## config.mk

```make
export PLATFORM = sky130hd
export DESIGN_NAME = ice_uart_rx
export DESIGN_NICKNAME = d
export VERILOG_FILES = /design/src/rtl/ice_uart_rx.sv
export SDC_FILE = /design/constraint.sdc
export NUM_CORES = 1
export LEC_CHECK = 0
export ABC_AREA = 1
export CORE_MARGIN = 2
export CORE_UTILIZATION = 40
export CTS_CLUSTER_DIAMETER = 200
export DETAILED_ROUTE_END_ITERATION = 8
export HOLD_SLACK_MARGIN = 0.05
export PLACE_DENSITY = 0.6
export SYNTH_ARGS = -nofsm -noshare
export SYNTH_HDL_FRONTEND = slang
export SYNTH_SLANG_ARGS = --single-unit
```

## constraint.sdc

```tcl
create_clock -name clk_12p0 -period 3.47 [get_ports clk_12p0]
set_input_delay 0.5205 -clock clk_12p0 [delete_from_list [all_inputs] [get_ports clk_12p0]]
set_output_delay 0.5205 -clock clk_12p0 [all_outputs]
set_load 0.1 [all_outputs]
```

## src/rtl/ice_uart_rx.sv

```systemverilog
// 8N1 UART receiver for the pico2-ice RX pin: 2-FF synchroniser, start-bit validation,
// 3-sample mid-bit majority voting and a 1-entry valid/ready holding register.
`timescale 1ns/1ps
module ice_uart_rx #(
  parameter int unsigned CLK_HZ = 12000000,
  parameter int unsigned BAUD   = 115200
) (
  input  logic       clk_12p0,
  input  logic       rst_n,
  input  logic       rx_in,
  output logic [7:0] rx_data,
  output logic       rx_valid,
  input  logic       rx_ready,
  output logic       frame_err,
  output logic       overrun,
  output logic       busy
);

  localparam int unsigned CLKS_PER_BIT = (CLK_HZ + BAUD / 2) / BAUD;
  localparam int unsigned H            = CLKS_PER_BIT / 2;
  localparam int unsigned CNT_W        = $clog2(CLKS_PER_BIT);
  localparam int unsigned BIT_W        = 3;
  localparam int unsigned DATA_W       = 8;

  localparam logic [CNT_W-1:0] CNT_S0   = CNT_W'(H - 1);
  localparam logic [CNT_W-1:0] CNT_S1   = CNT_W'(H);
  localparam logic [CNT_W-1:0] CNT_DEC  = CNT_W'(H + 1);
  localparam logic [CNT_W-1:0] CNT_LAST = CNT_W'(CLKS_PER_BIT - 1);

  if (CLKS_PER_BIT < 8) begin : g_bad_baud
    $fatal(1, "ice_uart_rx: CLKS_PER_BIT must be at least 8");
  end

  typedef enum logic [2:0] {
    S_IDLE,
    S_START,
    S_DATA,
    S_STOP,
    S_WAIT_HI
  } state_t;

  state_t             r_state;
  state_t             w_state_nxt;
  logic               r_sync1;
  logic               r_sync2;
  logic [1:0]         r_samp;
  logic [CNT_W-1:0]   r_cnt;
  logic [CNT_W-1:0]   w_cnt_nxt;
  logic [BIT_W-1:0]   r_bit;
  logic [BIT_W-1:0]   w_bit_nxt;
  logic [DATA_W-1:0]  r_shift;
  logic [DATA_W-1:0]  w_shift_nxt;
  logic               w_good;
  logic               w_ferr;
  logic               w_rx_s;
  logic               w_maj;
  logic               w_decide;
  logic               w_wrap;
  logic               w_hs;

  logic [DATA_W-1:0]  r_data;
  logic               r_valid;
  logic               r_ferr;
  logic               r_ovr;
  logic               r_busy;

  assign w_rx_s   = r_sync2;
  assign w_decide = (r_cnt == CNT_DEC);
  assign w_wrap   = (r_cnt == CNT_LAST);
  assign w_maj    = (r_samp[0] & r_samp[1]) | (r_samp[0] & w_rx_s) | (r_samp[1] & w_rx_s);
  assign w_hs     = r_valid & rx_ready;

  // Line synchroniser; idles high so reset cannot fake a start bit
  always_ff @(posedge clk_12p0 or negedge rst_n) begin
    if (!rst_n) begin
      r_sync1 <= 1'b1;
      r_sync2 <= 1'b1;
    end else begin
      r_sync1 <= rx_in;
      r_sync2 <= r_sync1;
    end
  end

  // First two mid-bit samples; the third is the live rx_s at the decision count
  always_ff @(posedge clk_12p0 or negedge rst_n) begin
    if (!rst_n) begin
      r_samp <= 2'b11;
    end else begin
      if (r_cnt == CNT_S0) r_samp[0] <= w_rx_s;
      if (r_cnt == CNT_S1) r_samp[1] <= w_rx_s;
    end
  end

  // FSM and datapath state registers
  always_ff @(posedge clk_12p0 or negedge rst_n) begin
    if (!rst_n) begin
      r_state <= S_IDLE;
      r_cnt   <= '0;
      r_bit   <= '0;
      r_shift <= '0;
    end else begin
      r_state <= w_state_nxt;
      r_cnt   <= w_cnt_nxt;
      r_bit   <= w_bit_nxt;
      r_shift <= w_shift_nxt;
    end
  end

  // Next-state logic; the counter free-runs per bit period and is parked at 0 outside a frame
  always_comb begin
    w_state_nxt = r_state;
    w_cnt_nxt   = w_wrap ? '0 : CNT_W'(r_cnt + CNT_W'(1));
    w_bit_nxt   = r_bit;
    w_shift_nxt = r_shift;
    w_good      = 1'b0;
    w_ferr      = 1'b0;
    case (r_state)
      S_IDLE: begin
        w_cnt_nxt = '0;
        if (!w_rx_s) w_state_nxt = S_START;
      end
      S_START: begin
        if (w_decide && w_maj) begin
          w_state_nxt = S_IDLE;
          w_cnt_nxt   = '0;
        end else if (w_wrap) begin
          w_state_nxt = S_DATA;
          w_bit_nxt   = '0;
        end
      end
      S_DATA: begin
        if (w_decide) w_shift_nxt = {w_maj, r_shift[DATA_W-1:1]};
        if (w_wrap) begin
          if (r_bit == BIT_W'(DATA_W - 1)) w_state_nxt = S_STOP;
          else                              w_bit_nxt   = BIT_W'(r_bit + BIT_W'(1));
        end
      end
      S_STOP: begin
        if (w_decide) begin
          w_cnt_nxt = '0;
          if (w_maj) begin
            w_good      = 1'b1;
            w_state_nxt = S_IDLE;
          end else begin
            w_ferr      = 1'b1;
            w_state_nxt = S_WAIT_HI;
          end
        end
      end
      S_WAIT_HI: begin
        w_cnt_nxt = '0;
        if (w_rx_s) w_state_nxt = S_IDLE;
      end
      default: begin
        w_state_nxt = S_IDLE;
        w_cnt_nxt   = '0;
      end
    endcase
  end

  // Holding register: a simultaneous handshake frees the slot for the new byte
  always_ff @(posedge clk_12p0 or negedge rst_n) begin
    if (!rst_n) begin
      r_data  <= '0;
      r_valid <= 1'b0;
      r_ferr  <= 1'b0;
      r_ovr   <= 1'b0;
      r_busy  <= 1'b0;
    end else begin
      r_ferr <= w_ferr;
      r_ovr  <= 1'b0;
      r_busy <= (w_state_nxt != S_IDLE);
      if (w_good) begin
        if (!r_valid || w_hs) begin
          r_data  <= r_shift;
          r_valid <= 1'b1;
        end else begin
          r_ovr <= 1'b1;
        end
      end else if (w_hs) begin
        r_valid <= 1'b0;
      end
    end
  end

  assign rx_data   = r_data;
  assign rx_valid  = r_valid;
  assign frame_err = r_ferr;
  assign overrun   = r_ovr;
  assign busy      = r_busy;

endmodule

```

==> summary.txt, run 1 <==
Outcome
  • Run status: finished, final reports clean

Clock tree
  • Worst skew pair latency: 0.28 ns
  • Total CTS buffers: 5
  • CTS sink count: 37
  • Root Driver: clkbuf_8
  • CTS clk-pin slew, worst paths: 0.08 ns
  • H-tree levels: 2
  • Post-cts resize count: 0
  • Max Root-Sink Buffers: 2
  • Cts hold-fix bufs: 0
  • Clock tree from TritonCTS: yes
  • Post-CTS Setup Repair Bufs: 0

Setup path
  • Delay-heaviest family, CP: buffers and inverters
  • R2R Path Start: r_cnt[0]$_DFF_PN0_
  • Critical path launch point type: register
  • Capture point of the worst reg-to-reg path: r_bit[1]$_DFFE_PN0P_
  • Critical path arrival: 1.78 ns
  • Buf/Inv on CP: 1
  • Critical path type: register to output pin
  • CP cell instances: clkdlybuf4s50_1
  • Worst Path Required: 2.95 ns
  • CP max stage cell: clkdlybuf4s50_1
  • Worst r2r path cells: 8
  • Max FO, Critical Path: 2
  • R2R Setup Slk: 1.86 ns
  • Critical Path End Type: output pin
  • Slowest stage delay, CP: 1.13 ns

Floorplanning
  • Initial Util: 0.419
  • CORE AREA: 0.00406 mm²
  • Die area: 0.00479 mm²
  • Rows: 23
  • Vert. Die Dim: 69.2 µm
  • Die width: 69.2 µm
  • I/O Pins: 16

Route
  • Vias per cell: 4.61
  • Total number of vias: 1,172
  • Drt drc: 0
  • Wirelength per Cell: 10.7 µm
  • Detailed-router iteration count before antenna repair: 4
  • Drt total wl: 2730 µm
  • Drt first-iter violations: 69
  • Routed Antenna Nets: 0

Timing
  • Rel. slew slack: 0.353
  • Min Tclk post-route: 2.30 ns
  • Max Slew Vio Count: 0
  • RSZ-0062 raised after global routing: false
  • Setup violations, final: 0
  • Layout Skew: 0.00938 ns
  • Fin crit share: 0.663
  • Total negative setup slack: 0 ns
  • Worst-Margin Slew: 0.968 ns
  • Fmax: 0.435 GHz
  • Final hold vios: 0
  • Fin Hold WS: 0.359 ns

Final layout
  • Fillers: 364
  • Share of cells above drive strength 1: 0.157
  • Layout area overhead: 19.1%
  • Leading cell type in the layout, fill and taps excluded: nand2_1
  • Antenna Cells: 0
  • Final nets: 212
  • Most frequent cells in the layout: 37 x nand2_1, 33 x dfrtp_1, 26 x inv_1
  • Final core occ: 0.499

Placement
  • Post-DP HPWL: 1970 µm
  • Placer Congestion: 0.805
  • Port Buffers: 15

Hold path
  • Worst Hold Launch: r_sync1$_DFF_PN1_
  • Hold worst-path end: r_sync2$_DFF_PN1_
  • HP Class: register to register
  • Hold Path Stages: 0

Synth
  • Register bit total from synthesis: 37
  • Ranking of synthesized cells by area: dfrtp_1 49%, nand2_1 8.2%, dfstp_2 6.2%, inv_1 5.7%, nor2_1 4.2%
  • Net Count, Synth: 192
  • EDFF count, synth: 0
  • Primary FF master, synth: dfrtp_1
  • Sequential-to-total area share from yosys stat: 0.548
  • Cells after synthesis: 183
  • Post-synth top area share: 0.486
  • Synth unique cells: 21
  • Syn_area_per_cell: 9.28 µm²
  • Synth warnings: 0
  • Synth area leader: dfrtp_1
  • Post-Syn Area: 0.00170 mm²
  • Post-synth ARST share: 1.00

Power
  • Worst VDD drop: 0.260 mV
  • P per Cell Area: 436 mW/mm²
  • Tot Pwr: 0.000882 W
  • Leak: 0.944 nW

GRT
  • Gr usage total: 0.133
  • Largest net degree at the start of global routing: 38
  • Initial antenna violation count: 0
  • First-pass GRT wire length: 5060 µm
  • Grt total ovfl: 0
  • Vias in the first global route: 1,172

Run
  • # Max-Cap Violations: 0
==> through the flow <==
stage	cells	area [µm²]	setup WS [ns]
CTS	254	2020	1.15
detailed placement	246	1890	1.48
finish	254	2020	1.17
global route	254	2020	1.11
global placement	246	1890	1.48
floorplan	183	1700	1.79
==> flip-flops by register name (all words and copies together), names as in the netlist <==
register,cells
r_state,3
r_samp,2
rx_valid,1
r_sync1,1
r_shift,8
overrun,1
r_bit,3
r_sync2,1
r_cnt,7
rx_data,8
frame_err,1
busy,1
==> worst max path at each step <==
stage                                      start                     end  slack [ns]  cells past startpoint
after floorplan             rx_valid$_DFFE_PN0P_  rx_data[5]$_DFFE_PN0P_        1.79                      5
after global placement    rx_data[6]$_DFFE_PN0P_              rx_data[6]        1.48                      1
after global routing      rx_data[5]$_DFFE_PN0P_              rx_data[5]        1.11                      1
after CTS                 rx_data[5]$_DFFE_PN0P_              rx_data[5]        1.15                      1
final                     rx_data[5]$_DFFE_PN0P_              rx_data[5]        1.17                      1
after detailed placement  rx_data[0]$_DFFE_PN0P_              rx_data[0]        1.48                      1
==> synth_stat cells, types with 3 or more instances <==
master,count
o21ai_2,8
nand4_1,4
nor2_1,19
nand3_1,14
nand2_1,37
dfrtp_1,33
ha_1,5
inv_1,26
dfstp_2,4
o21ai_0,11
xor2_1,3
nand2_2,3
nor3_1,3
==> layer usage <==
layer  vias up  global-route usage  routed length (µm)
met4         0              0.0719                  52
met2        18               0.219                1240
met5         -                   0                   0
met3         6              0.0363                 107
met1       535               0.158                1330
li1        613                   -                   -
==> report_power, final <==
group          total [W]  switching, W  internal [W]  leakage [nW]
sequential      0.000433   0.000000287      0.000433         0.483
combinational  0.0000131    0.00000925    0.00000385         0.393
clock           0.000436      0.000150      0.000286        0.0681
==> layout make-up <==
cell class              instances  area [µm²]  share of cell area
clock inverters                 3        65.1              0.0322
flip-flops and latches         37         931               0.460
clock buffers                   5        68.8              0.0340
well taps                      50        62.6              0.0309
multi-input cells             115         633               0.313
inverters                      28         105              0.0519
repair buffers                 16         158              0.0779
==> logic make-up after synthesis <==
family,Yosys count,share of synthesized area
flip-flops,37,0.548
AND/OR/NAND/NOR,85,0.231
AO/OA/AOI/OAI,20,0.0788
XOR/XNOR,5,0.0258
adder cells (fa/ha/maj),5,0.0368
buffers and inverters,31,0.0795
No activity file was read; power rests on OpenSTA's default activity.
==> run 2: changes to the inputs <==
PLACE_DENSITY = 0.62   (was 0.6)
clock period = 2.1 ns   (was 3.47 ns; I/O delays follow)
==> run 2 against run 1 <==
  * Non-clock buffer count unchanged
  * Count of clock-buffer cells in the layout increased by 2
  * Clock power is 13% higher
  * Die area did not move
  * Via count increased by 7.0%
  * Global-route usage is 0.48 points higher
  * Routed wire length increased by 7.1%
  * Sequential power rose by 66%
  * Critical path depth up 7
  * Sequential cell count unchanged
  * Cell area shrank 3.8%
  * Sequential share of layout area is 1.8 points higher
  * Critical endpoint is now r_bit[1]$_DFFE_PN0P_
  * Largest power group is now sequential cells
==> summary.txt, run 2 (synthesis gave the netlist of run 1 again) <==
Outcome
  • Run status: finished, final reports clean

Setup path
  • Critical path arrival: 1.76 ns (-0.02 ns)
  • Delay-heaviest family, CP: simple AND/OR/NAND/NOR gates
  • Critical Path End Type: register
  • Max FO, Critical Path: 5 (+3)
  • R2R Path Start: r_cnt[0]$_DFF_PN0_
  • CP cell instances: ha_1, nand3_1, nor2_1, inv_1, o21ai_2, nand2_1, nand2_1, nand2_1
  • Buf/Inv on CP: 1 (unchanged)
  • Slowest stage delay, CP: 0.43 ns (-0.70 ns)
  • Critical path launch point type: register
  • Critical path type: register to register
  • CP max stage cell: dfrtp_1
  • Worst Path Required: 2.28 ns (-0.67 ns)
  • Crit path launch: r_cnt[0]$_DFF_PN0_
  • Most used cell, CP: nand2_1

Timing
  • Setup violations, final: 0 (unchanged)
  • Max Slew Vio Count: 0 (unchanged)
  • Layout Skew: 0.00645 ns (-0.00293 ns)
  • Setup WS post-layout: 0.523 ns (-0.646 ns)
  • Total negative setup slack: 0 ns (unchanged)
  • Fmax: 0.634 GHz
  • Worst-Margin Slew: 0.470 ns (-0.498 ns)
  • Min Tclk post-route: 1.58 ns
  • Rel. slew slack: 0.687 (+0.334)
  • Fin crit share: 0.751
  • Final hold vios: 0 (unchanged)
  • RSZ-0062 raised after global routing: false

Power
  • P per Cell Area: 632 mW/mm² (+45%)
  • Worst VDD drop: 0.351 mV (+35%)
  • Leak: 0.943 nW (-0.14%)
  • Pint: 0.000983 W (+36%)
  • Comb pwr share: 0.018 (+0.003)
  • Switching share of power: 0.201 (+0.0201)
  • Psw: 0.000248 W (+55%)
  • Flop pwr share: 0.582 (+0.091)
  • Clock share of power: 0.400 (-0.094)

Clock tree
  • Post-cts resize count: 0 (unchanged)
  • Worst skew pair latency: 0.29 ns (about the same)
  • Cts hold-fix bufs: 0 (unchanged)
  • Root Driver: clkbuf_8
  • H-tree levels: 2 (unchanged)
  • CTS clk-pin slew, worst paths: 0.07 ns (about the same)
  • Clock tree from TritonCTS: yes
  • Post-CTS Setup Repair Bufs: 0 (unchanged)
  • Total CTS buffers: 5 (unchanged)
  • CTS sink count: 37 (unchanged)
  • Max Root-Sink Buffers: 2 (unchanged)

Route
  • Wirelength per Cell: 11.6 µm (+7.5%)
  • Drt total wl: 2920 µm (+7.1%)
  • Drt first-iter violations: 66 (-4.3%)
  • Detailed-router iteration count before antenna repair: 4 (unchanged)
  • Vias per cell: 4.96 (+7.4%)
  • Total number of vias: 1,254 (+7.0%)
  • Routed Antenna Nets: 0 (unchanged)
  • Drt drc: 0 (unchanged)

Final layout
  • Fillers: 376 (+3.3%)
  • Leading cell type in the layout, fill and taps excluded: nand2_1
  • Antenna Cells: 0 (unchanged)
  • Most frequent cells in the layout: 37 x nand2_1, 33 x dfrtp_1, 26 x inv_1
  • Final nets: 212 (unchanged)
  • Share of cells above drive strength 1: 0.207 (+0.0500)
  • Layout area overhead: 14.5%

Run
  • # Max-Cap Violations: 0 (unchanged)

GRT
  • Routing usage on met2: 0.229 (+0.00962)
  • Largest net degree at the start of global routing: 38 (unchanged)
  • Vias in the first global route: 1,238 (+5.6%)
  • Initial antenna violation count: 0 (unchanged)
  • Gr usage total: 0.138 (+0.00481)
  • Met1 Usage GRT: 0.158 (-0.000347)
  • Grt total ovfl: 0 (unchanged)
  • GR peak layer: met2
  • Grt met3 use: 0.0392 (+0.00291)
  • First-pass GRT wire length: 5290 µm (+4.5%)

Floorplanning
  • CORE AREA: 0.00406 mm² (unchanged)
  • Die area: 0.00479 mm² (unchanged)
  • Initial Util: 0.419 (unchanged)
  • Vert. Die Dim: 69.2 µm (unchanged)
  • Die width: 69.2 µm (unchanged)
  • I/O Pins: 16 (unchanged)
  • Rows: 23 (unchanged)

Hold path
  • Worst Hold Launch: r_sync1$_DFF_PN1_
  • HP Class: register to register

Placement
  • Post-Place Setup Slack: 0.531 ns (-0.946 ns)
  • Post-DP HPWL: 2090 µm (+6.0%)
  • Placer Congestion: 0.882 (+9.5%)
  • Port Buffers: 15 (unchanged)
==> run 2: changes by cell type in the layout (fill, tap and decap cells not counted) <==
cell / previous run / this run
bufinv_16: 2 / 0
clkbuf_1: 0 / 1
buf_4: 1 / 13
clkdlybuf4s50_1: 15 / 3
clkbuf_8: 5 / 6
clkinv_2: 1 / 0
==> run 2: layer usage <==
metal	vias to the layer above	wire, µm
li1	614	-
met1	608	1370
met2	23	1370
met3	9	111
met4	0	80
met5	-	0
==> run 2: final timing paths <==
| path | end | slack, ns | cells after the start |
|---|---|---|---|
| max | r_bit[1]$_DFFE_PN0P_ | 0.52 | 8 |
| min reg2reg | r_sync2$_DFF_PN1_ | 0.36 | 0 |
| max reg2reg | r_bit[1]$_DFFE_PN0P_ | 0.52 | 8 |
| max in group asynchronous | r_samp[1]$_DFFE_PN1N_ | 1.29 | 2 |
| min | r_sync2$_DFF_PN1_ | 0.36 | 0 |
| min in group asynchronous | rx_data[1]$_DFFE_PN0P_ | 0.45 | 2 |
==> run 2: power by group through the flow <==
stage / Clock [W] / Sequential (W) / Combinational [W]
after floorplan: 0 / 0.000730 / 0.00000158
after global placement: 0 / 0.000730 / 0.0000222
after detailed placement: 0 / 0.000730 / 0.0000233
after CTS: 0.000513 / 0.000716 / 0.0000234
after global routing: 0.000539 / 0.000716 / 0.0000258
final: 0.000492 / 0.000717 / 0.0000221
==> run 2: stage by stage <==
step / std cells / utilization / hold WS, ns / power [W] / cell area, µm²
after global routing: 253 / 0.479 / 0.365 / 0.00128 / 1950
after floorplan: 183 / - / 0.0194 / 0.000731 / 1700
after CTS: 253 / 0.479 / 0.360 / 0.00125 / 1950
after detailed placement: 246 / 0.458 / 0.350 / 0.000753 / 1860
final: 253 / 0.479 / 0.356 / 0.00123 / 1950
after global placement: 246 / 0.458 / 0.349 / 0.000752 / 1860
==> run 2: layout make-up <==
class                           instances  area (µm²)  area share
Timing Repair Buffer                   16         128      0.0656
Multi-Input combinational cell        115         633       0.325
Inverter                               28         105      0.0540
Tap cell                               50        62.6      0.0322
Clock buffer                            7        86.3      0.0444
Sequential cell                        37         931       0.478
